===== src/rtl/alu_pkg.sv =====
// Shared definitions for the serial ALU datapath blocks: result modes,
// sequencer states and a configuration check for chunked operators.
package alu_pkg;

   localparam logic [1:0] MODE_WRAP = 2'd0;
   localparam logic [1:0] MODE_USAT = 2'd1;
   localparam logic [1:0] MODE_SSAT = 2'd2;

   typedef enum logic [1:0] {
      ST_IDLE = 2'd0,
      ST_BUSY = 2'd1,
      ST_DONE = 2'd2
   } state_t;

   function automatic bit chunk_fits(input int width, input int chunk);
      return (chunk > 0) && (width >= chunk) && ((width % chunk) == 0);
   endfunction

endpackage


===== src/rtl/restador_chunk.sv =====
// One CHUNK-bit slice of the serial subtractor: d = a - b - bin, with the
// borrow out taken from the sign of the one-bit-wider difference.
module restador_chunk #(
   parameter int CHUNK = 2
) (
   input  logic [CHUNK-1:0] a,
   input  logic [CHUNK-1:0] b,
   input  logic             bin,
   output logic [CHUNK-1:0] d,
   output logic             bout
);

   assign {bout, d} = {1'b0, a} - {1'b0, b} - {{CHUNK{1'b0}}, bin};

endmodule


===== src/rtl/restador_serial.sv =====
// Multi-cycle WIDTH-bit subtractor, CHUNK bits per clock, with wrap,
// unsigned-saturate and signed-saturate result modes.
//
// state   | meaning
// --------+-------------------------------------------------------------
// ST_IDLE | ready_o high, waiting for valid_i
// ST_BUSY | one chunk per cycle, LSB chunk first, borrow carried in brw
// ST_DONE | valid_o high, result/flags held until ack_i
module restador_serial
   import alu_pkg::*;
#(
   parameter int WIDTH = 8,
   parameter int CHUNK = 2
) (
   input  logic             clk_i,
   input  logic             rst_i,
   input  logic             valid_i,
   output logic             ready_o,
   input  logic [WIDTH-1:0] data0_i,
   input  logic [WIDTH-1:0] data1_i,
   input  logic [1:0]       mode_i,
   output logic             valid_o,
   input  logic             ack_i,
   output logic [WIDTH-1:0] result_o,
   output logic             borrow_o,
   output logic             overflow_o,
   output logic             sat_o,
   output logic             zero_o,
   output logic             negative_o
);

   localparam int N  = WIDTH / CHUNK;
   localparam int KW = (N > 1) ? $clog2(N) : 1;
   localparam logic [KW-1:0]    K_LAST = KW'(N - 1);
   localparam logic [WIDTH-1:0] SMIN   = {1'b1, {(WIDTH-1){1'b0}}};
   localparam logic [WIDTH-1:0] SMAX   = ~SMIN;

   generate
      if (!chunk_fits(WIDTH, CHUNK)) begin : g_bad_cfg
         $error("restador_serial: WIDTH must be a non-zero multiple of CHUNK");
      end
   endgenerate

   state_t           state;
   logic [WIDTH-1:0] a_sh;
   logic [WIDTH-1:0] b_sh;
   logic [WIDTH-1:0] raw;
   logic [KW-1:0]    k;
   logic             brw;
   logic [1:0]       mode;
   logic             a_msb;
   logic             b_msb;

   logic [CHUNK-1:0] d;
   logic             bout;
   logic [WIDTH-1:0] raw_next;
   logic             fin_ovf;
   logic [WIDTH-1:0] res_adj;
   logic             sat_adj;

   restador_chunk #(.CHUNK(CHUNK)) u_chunk (
      .a    (a_sh[CHUNK-1:0]),
      .b    (b_sh[CHUNK-1:0]),
      .bin  (brw),
      .d    (d),
      .bout (bout)
   );

   // New chunk enters at the top; after N shifts raw holds the full difference.
   assign raw_next = WIDTH'({d, raw} >> CHUNK);
   assign fin_ovf  = (a_msb != b_msb) && (raw_next[WIDTH-1] != a_msb);

   always_comb begin
      res_adj = raw_next;
      sat_adj = 1'b0;
      case (mode)
         MODE_USAT: begin
            if (bout) begin
               res_adj = '0;
               sat_adj = 1'b1;
            end
         end
         MODE_SSAT: begin
            if (fin_ovf) begin
               res_adj = a_msb ? SMIN : SMAX;
               sat_adj = 1'b1;
            end
         end
         default: ;
      endcase
   end

   always_ff @(posedge clk_i) begin
      if (rst_i) begin
         state      <= ST_IDLE;
         a_sh       <= '0;
         b_sh       <= '0;
         raw        <= '0;
         k          <= '0;
         brw        <= 1'b0;
         mode       <= MODE_WRAP;
         a_msb      <= 1'b0;
         b_msb      <= 1'b0;
         result_o   <= '0;
         borrow_o   <= 1'b0;
         overflow_o <= 1'b0;
         sat_o      <= 1'b0;
         zero_o     <= 1'b0;
         negative_o <= 1'b0;
      end else begin
         case (state)
            ST_IDLE: begin
               if (valid_i) begin
                  a_sh  <= data0_i;
                  b_sh  <= data1_i;
                  mode  <= mode_i;
                  a_msb <= data0_i[WIDTH-1];
                  b_msb <= data1_i[WIDTH-1];
                  k     <= '0;
                  brw   <= 1'b0;
                  state <= ST_BUSY;
               end
            end
            ST_BUSY: begin
               a_sh <= a_sh >> CHUNK;
               b_sh <= b_sh >> CHUNK;
               raw  <= raw_next;
               brw  <= bout;
               k    <= k + KW'(1);
               if (k == K_LAST) begin
                  result_o   <= res_adj;
                  borrow_o   <= bout;
                  overflow_o <= fin_ovf;
                  sat_o      <= sat_adj;
                  zero_o     <= (res_adj == '0);
                  negative_o <= res_adj[WIDTH-1];
                  state      <= ST_DONE;
               end
            end
            ST_DONE: begin
               if (ack_i) state <= ST_IDLE;
            end
            default: state <= ST_IDLE;
         endcase
      end
   end

   assign ready_o = (state == ST_IDLE);
   assign valid_o = (state == ST_DONE);

endmodule

===== config.mk =====
export PLATFORM = sky130hd
export DESIGN_NAME = restador_serial
export DESIGN_NICKNAME = d
export VERILOG_FILES = /design/src/rtl/alu_pkg.sv /design/src/rtl/restador_chunk.sv /design/src/rtl/restador_serial.sv
export SDC_FILE = /design/constraint.sdc
export NUM_CORES = 1
export LEC_CHECK = 0
export ABC_CLOCK_PERIOD_IN_PS = 5500
export BUFFER_PORTS_ARGS = -buffer_cell sky130_fd_sc_hd__buf_4
export CORE_MARGIN = 4
export CORE_UTILIZATION = 31
export CTS_BUF_LIST = sky130_fd_sc_hd__clkbuf_4
export DETAILED_ROUTE_END_ITERATION = 10
export PLACE_DENSITY = 0.53
export SYNTH_ARGS = -nofsm -noshare
export SYNTH_HDL_FRONTEND = slang
export SYNTH_SLANG_ARGS = --single-unit

===== constraint.sdc =====
create_clock -name clk_i -period 5.5 [get_ports clk_i]
set_input_delay 0.55 -clock clk_i [delete_from_list [all_inputs] [get_ports clk_i]]
set_output_delay 0.55 -clock clk_i [all_outputs]
set_load 0.05 [all_outputs]

Word-level counts from Yosys, hierarchy flattened --
Cells that the tools add are included.
Storage, ports and cells: register bits after elaboration 46, bits of input ports 22, output and inout bits 15, logic and storage cells 55
Operators by class: add/subtract/negate cells 3, equality and inequality tests 10, muxes and demuxes 19, reduce and logical (&&, ||, !) cells 8
Operator list (count):
- 8-bit one-hot mux with 2 select lines | 3
- 8-bit 2-to-1 mux | 5
- 8-bit logical NOT | 1
- 2-bit 2-to-1 mux | 4
- 2-bit == test (second input constant) | 3
- 2-bit one-hot mux with 3 select lines | 1
- 2-bit AND reduction | 3
- 2-bit by 1-bit == test with 1-bit output (second input constant) | 2
- 2-bit != test (second input constant) | 2
- 1-bit one-hot mux with 2 select lines | 2
- 2-bit one-hot mux with 2 select lines | 1
- 1-bit 2-to-1 mux | 3
- 3-bit AND reduction | 1
- 2-bit by 2-bit subtractor with 3-bit output | 1
- 3-bit by 1-bit subtractor with 3-bit output | 1
- 2-bit by 1-bit adder with 2-bit output (second input constant) | 1
- 2-bit logical NOT | 1
- 1-bit != test | 2
- 2-bit by 1-bit != test with 1-bit output (second input constant) | 1
- 2-bit nonzero test | 1
- 1-bit logical AND | 1

Longest topological paths before layout --
depth in word-level cells 7, mapped depth 7, gate-level depth less buffers 7

Cells and area by module --
Synthesis repeated with hierarchy kept, for this count alone.
Second synthesis, totals: cells, all modules 242, area, all modules 1929.4 sq um
Modules (own cells, without submodules):
- restador_serial | times used 1, cells each 234, area an instance 1866.8 sq um, seq. area each 860.8 sq um
- restador_chunk | times used 1, cells each 8, area an instance 62.6 sq um, seq. area each 0.0 sq um

Worst setup path before layout --
Ideal clock, no wire load.
path type register to register, start register b_sh[0], end register zero_o, setup time 0.079 ns, arrival 2.153 ns, required time 5.421 ns, slack 3.267 ns, cell stages (with the launch flop) 8, path buffers 0, period minus slack after synthesis 2.233 ns, path through dfxtp_1 > inv_1 > fa_1 > fa_1 > and3b_4 > a21o_1 > a221o_1 > a211oi_2
Between the ends: word-level cells in the longest chain between the ends 7, elaborated cells between the ends (all ways) 8, classes of those cells add/sub (2); eq/ne (1); mux (3); reduce/logical (2)
RTL lines:
- from (decl) | RTL line restador_serial.sv:46 | logic [WIDTH-1:0] b_sh;
- from (signal assigned) | RTL line restador_serial.sv:115 | b_sh <= data1_i;
- from (signal assigned) | RTL line restador_serial.sv:126 | b_sh <= b_sh >> CHUNK;
- 2-bit by 2-bit subtractor with 3-bit output * | RTL line restador_chunk.sv:13 | assign {bout, d} = {1'b0, a} - {1'b0, b} - {{CHUNK{1'b0}}, bin};
- 3-bit by 1-bit subtractor with 3-bit output * | RTL line restador_chunk.sv:13
- net d[1] | RTL line restador_serial.sv:54 | logic [CHUNK-1:0] d;
- 1-bit != test | RTL line restador_serial.sv:71 | assign fin_ovf = (a_msb != b_msb) && (raw_next[WIDTH-1] != a_msb);
- 1-bit logical AND | RTL line restador_serial.sv:71
- 8-bit 2-to-1 mux | RTL line restador_serial.sv:84 | if (fin_ovf) begin
- 8-bit one-hot mux with 2 select lines * | RTL line restador_serial.sv:76 | case (mode)
- 8-bit logical NOT * | RTL line restador_serial.sv:135 | zero_o <= (res_adj == '0);
- to (signal assigned) | RTL line restador_serial.sv:135
- to (decl) | RTL line restador_serial.sv:28 | output logic zero_o,
Mark *: on every way through the listed nets, which the timed path passes. The rest lies on a longest branch. A chain may end at the register's enable or synchronous reset.

Worst setup path after layout --
Same ends and word-level chain as after synthesis.

==> flow_metrics.py <==
metrics = {
    "synthesis": {
        "avgSynthCellArea_um2": 8.133,
        "synth.distinct_cells": 35,
        "synthArstFlopShare": 0,
        "synthTopCellsByArea": "dfxtp_1 46%, nand2_1 11%, nor2_1 6.6%, a21oi_1 6.4%, a311oi_1 5.6%",
        "syn_nets": 259,
        "synth-edff-count": 0,
        "synth_top_area_cell": "dfxtp_1",
        "yosysMostFrequentCell": "nand2_1",
        "yosys_warnings": 0,
        "synth_cells": 232,
        "synth_top_area_share": 0.4562,
        "synthFlopType": "dfxtp_1",
        "seq_area_frac_synth": 0.4562,
        "synthTopCellsByCount": "54 x nand2_1, 43 x dfxtp_1, 33 x nor2_1",
        "syn-cell-area_um2": 1887,
        "ys_ff_latch": 43,
    },
    "outcome": {
        "status": "complete, no violations",
    },
    "clock_network": {
        "numCtsBuffers": 5,
        "clk_pin_slew_ps": 140,
        "cts_hold_buf": 0,
        "cts_setup_buffers": 0,
        "cts_resized": 0,
        "clock-root-buffer": "clkbuf_4",
        "clock_latency_ps": 360,
        "cts.sinks": 43,
        "tritoncts": "built",
        "htreeDepth": 2,
        "clock_path_buffers": 2,
    },
    "routing": {
        "first_iter_violations": 58,
        "firstDrtPassIters": 4,
        "finalWirelength_um": 4117,
        "drc": 0,
        "routed-via-count": 1595,
        "routedWlPerCell_um": 12.22,
        "drtAntennaViolNets": 0,
        "vias_per_cell": 4.733,
    },
    "floorplan": {
        "dieArea_um2": 7399,
        "initial_core_util": 0.3187,
        "die_width_um": 86.02,
        "die_height_um": 86.02,
        "num_rows": 28,
        "ios": 37,
        "core_area_um2": 5921,
    },
    "finish": {
        "final_nets": 288,
        "final_cells": 337,
        "diodes": 0,
        "drive_gt1_frac": 0.1985,
        "syn_to_final_growth_pct": 19.56,
    },
    "sta": {
        "fin_skew_ps": 16.26,
        "min_period_over_period": 0.4363,
        "setup-tns-final_ps": 0,
        "finalHoldViolations": 0,
        "fmax_ghz": 0.4168,
        "setup_viol": 0,
        "maxSlewViolCount": 0,
        "rsz0062_at_grt": "no",
        "worst_slew_pin_slew_ps": 712.0,
        "setup_ws_ps": 3101,
        "layout_min_cycle_time_ps": 2399,
        "slew_headroom": 0.5242,
    },
    "grt": {
        "grt_pass1_wl_um": 6955,
        "track_usage": 0.1153,
        "use_met2": 0.1766,
        "grt_pass1_vias": 1553,
        "grt_max_degree": 44,
        "antenna_found_initial": 0,
        "use_met1": 0.1572,
        "busiest_layer": "met2",
        "grt_remaining_overflow": 0,
        "met3_usage": 0.02690,
    },
    "placement": {
        "dp_hpwl_um": 2855,
        "place_ws_ps": 3140,
        "placedCellCount": 329,
        "gp_congestion": 0.7539,
        "numPortBuffers": 36,
    },
    "power": {
        "powerDensity_nw_per_um2": 284.2,
        "p_sw_uw": 177.1,
        "ir_drop_v": 0.00009947,
        "p_seq_frac": 0.529,
        "leakage_uw": 0.0009288,
        "p_sw_frac": 0.2762,
        "intPower_uw": 464.1,
        "p_comb_frac": 0.153,
        "p_clk_frac": 0.317,
    },
    "job": {
        "max_cap_violations": 0,
    },
    "worst_setup_path": {
        "critPathRequiredTime_ps": 5780,
        "endpoint_kind": "flop",
        "crit_fanout": 8,
        "path_class": "reg -> reg",
        "arrival_ps": 2680,
        "r2r_slack_ps": 3100,
        "worst_setup_path_start_kind": "flop",
    },
    "min_path": {
        "hold_path_class": "in -> reg",
    },
}
==> critical path: stages (launching register included) <==
cell,delay (ps)
dfxtp_1,350
inv_1,50
fa_1,400
fa_1,550
nor3b_1,350
o21bai_1,240
o211a_1,200
a211oi_2,180
==> flip-flops by register name, indices dropped and copies added, names as in the netlist <==
name,flops
borrow_o,1
negative_o,1
a_sh,8
overflow_o,1
zero_o,1
b_sh,8
mode,2
b_msb,1
result_o,7
brw,1
sat_o,1
state,2
a_msb,1
k,2
raw,6
==> worst paths after layout <==
path | from | endpoint | cells past startpoint
min reg2reg | sat_o$_SDFFE_PP0P_ | sat_o$_SDFFE_PP0P_ | 2
max | b_sh[0]$_SDFFE_PP0P_ | zero_o$_SDFFE_PP0P_ | 7
max reg2reg | b_sh[0]$_SDFFE_PP0P_ | zero_o$_SDFFE_PP0P_ | 7
min | mode_i[0] | mode[0]$_SDFFE_PP0P_ | 3
==> cells by family after synthesis <==
kind of cell / count (synthesis) / synth area share
AO/OA/AOI/OAI: 50 / 0.1784
adder cells (fa/ha/maj): 5 / 0.04112
buffers and inverters: 22 / 0.06299
flip-flops: 43 / 0.4562
AND/OR/NAND/NOR: 112 / 0.2613
==> placed cells by master, fill, tap and decap left out, drive strengths merged, types with 3 or more instances in the layout <==
master	instances
clkbuf	5
nand2	54
nor3	9
inv	6
nand2b	3
nor2	33
a21oi	24
a21o	3
nor2b	3
ha	3
buf	38
nand3	3
dfxtp	43
a311oi	12
==> stage by stage <==
| step | area (µm²) | utilization | total power (µW) | hold WS, ps |
|---|---|---|---|---|
| after detailed placement | 2175 | 0.3673 | 445.8 | 451.2 |
| after floorplan | 1887 | - | 416.8 | 436.7 |
| final | 2256 | 0.3810 | 641.2 | 420.7 |
| after global routing | 2256 | 0.3810 | 675.0 | 412.3 |
| after CTS | 2256 | 0.3810 | 649.2 | 406.3 |
| after global placement | 2175 | 0.3673 | 446.1 | 449.4 |
==> layer usage <==
metal	part of all wire	vias to the layer above
li1	-	838
met5	0	-
met4	0.015	0
met2	0.41	27
met1	0.53	724
met3	0.046	6
==> power by group through the flow <==
stage | registers, µW | clock network (µW) | logic, µW
finish | 339 | 204 | 98.3
global placement | 346 | 0 | 99.8
floorplan | 344 | 0 | 72.9
CTS | 340 | 210 | 99.9
detailed placement | 347 | 0 | 99.2
global route | 343 | 221 | 111
==> final cells by class <==
class                   count  area [µm²]
inverters                   6       22.52
multi-input cells         167       912.1
clock inverters             3       43.79
clock buffers               5       37.54
flip-flops and latches     43       860.8
fillers                   660        3665
well taps                  75       93.84
repair buffers             38       285.3
Note: power is estimated with default switching activity, not from simulation.
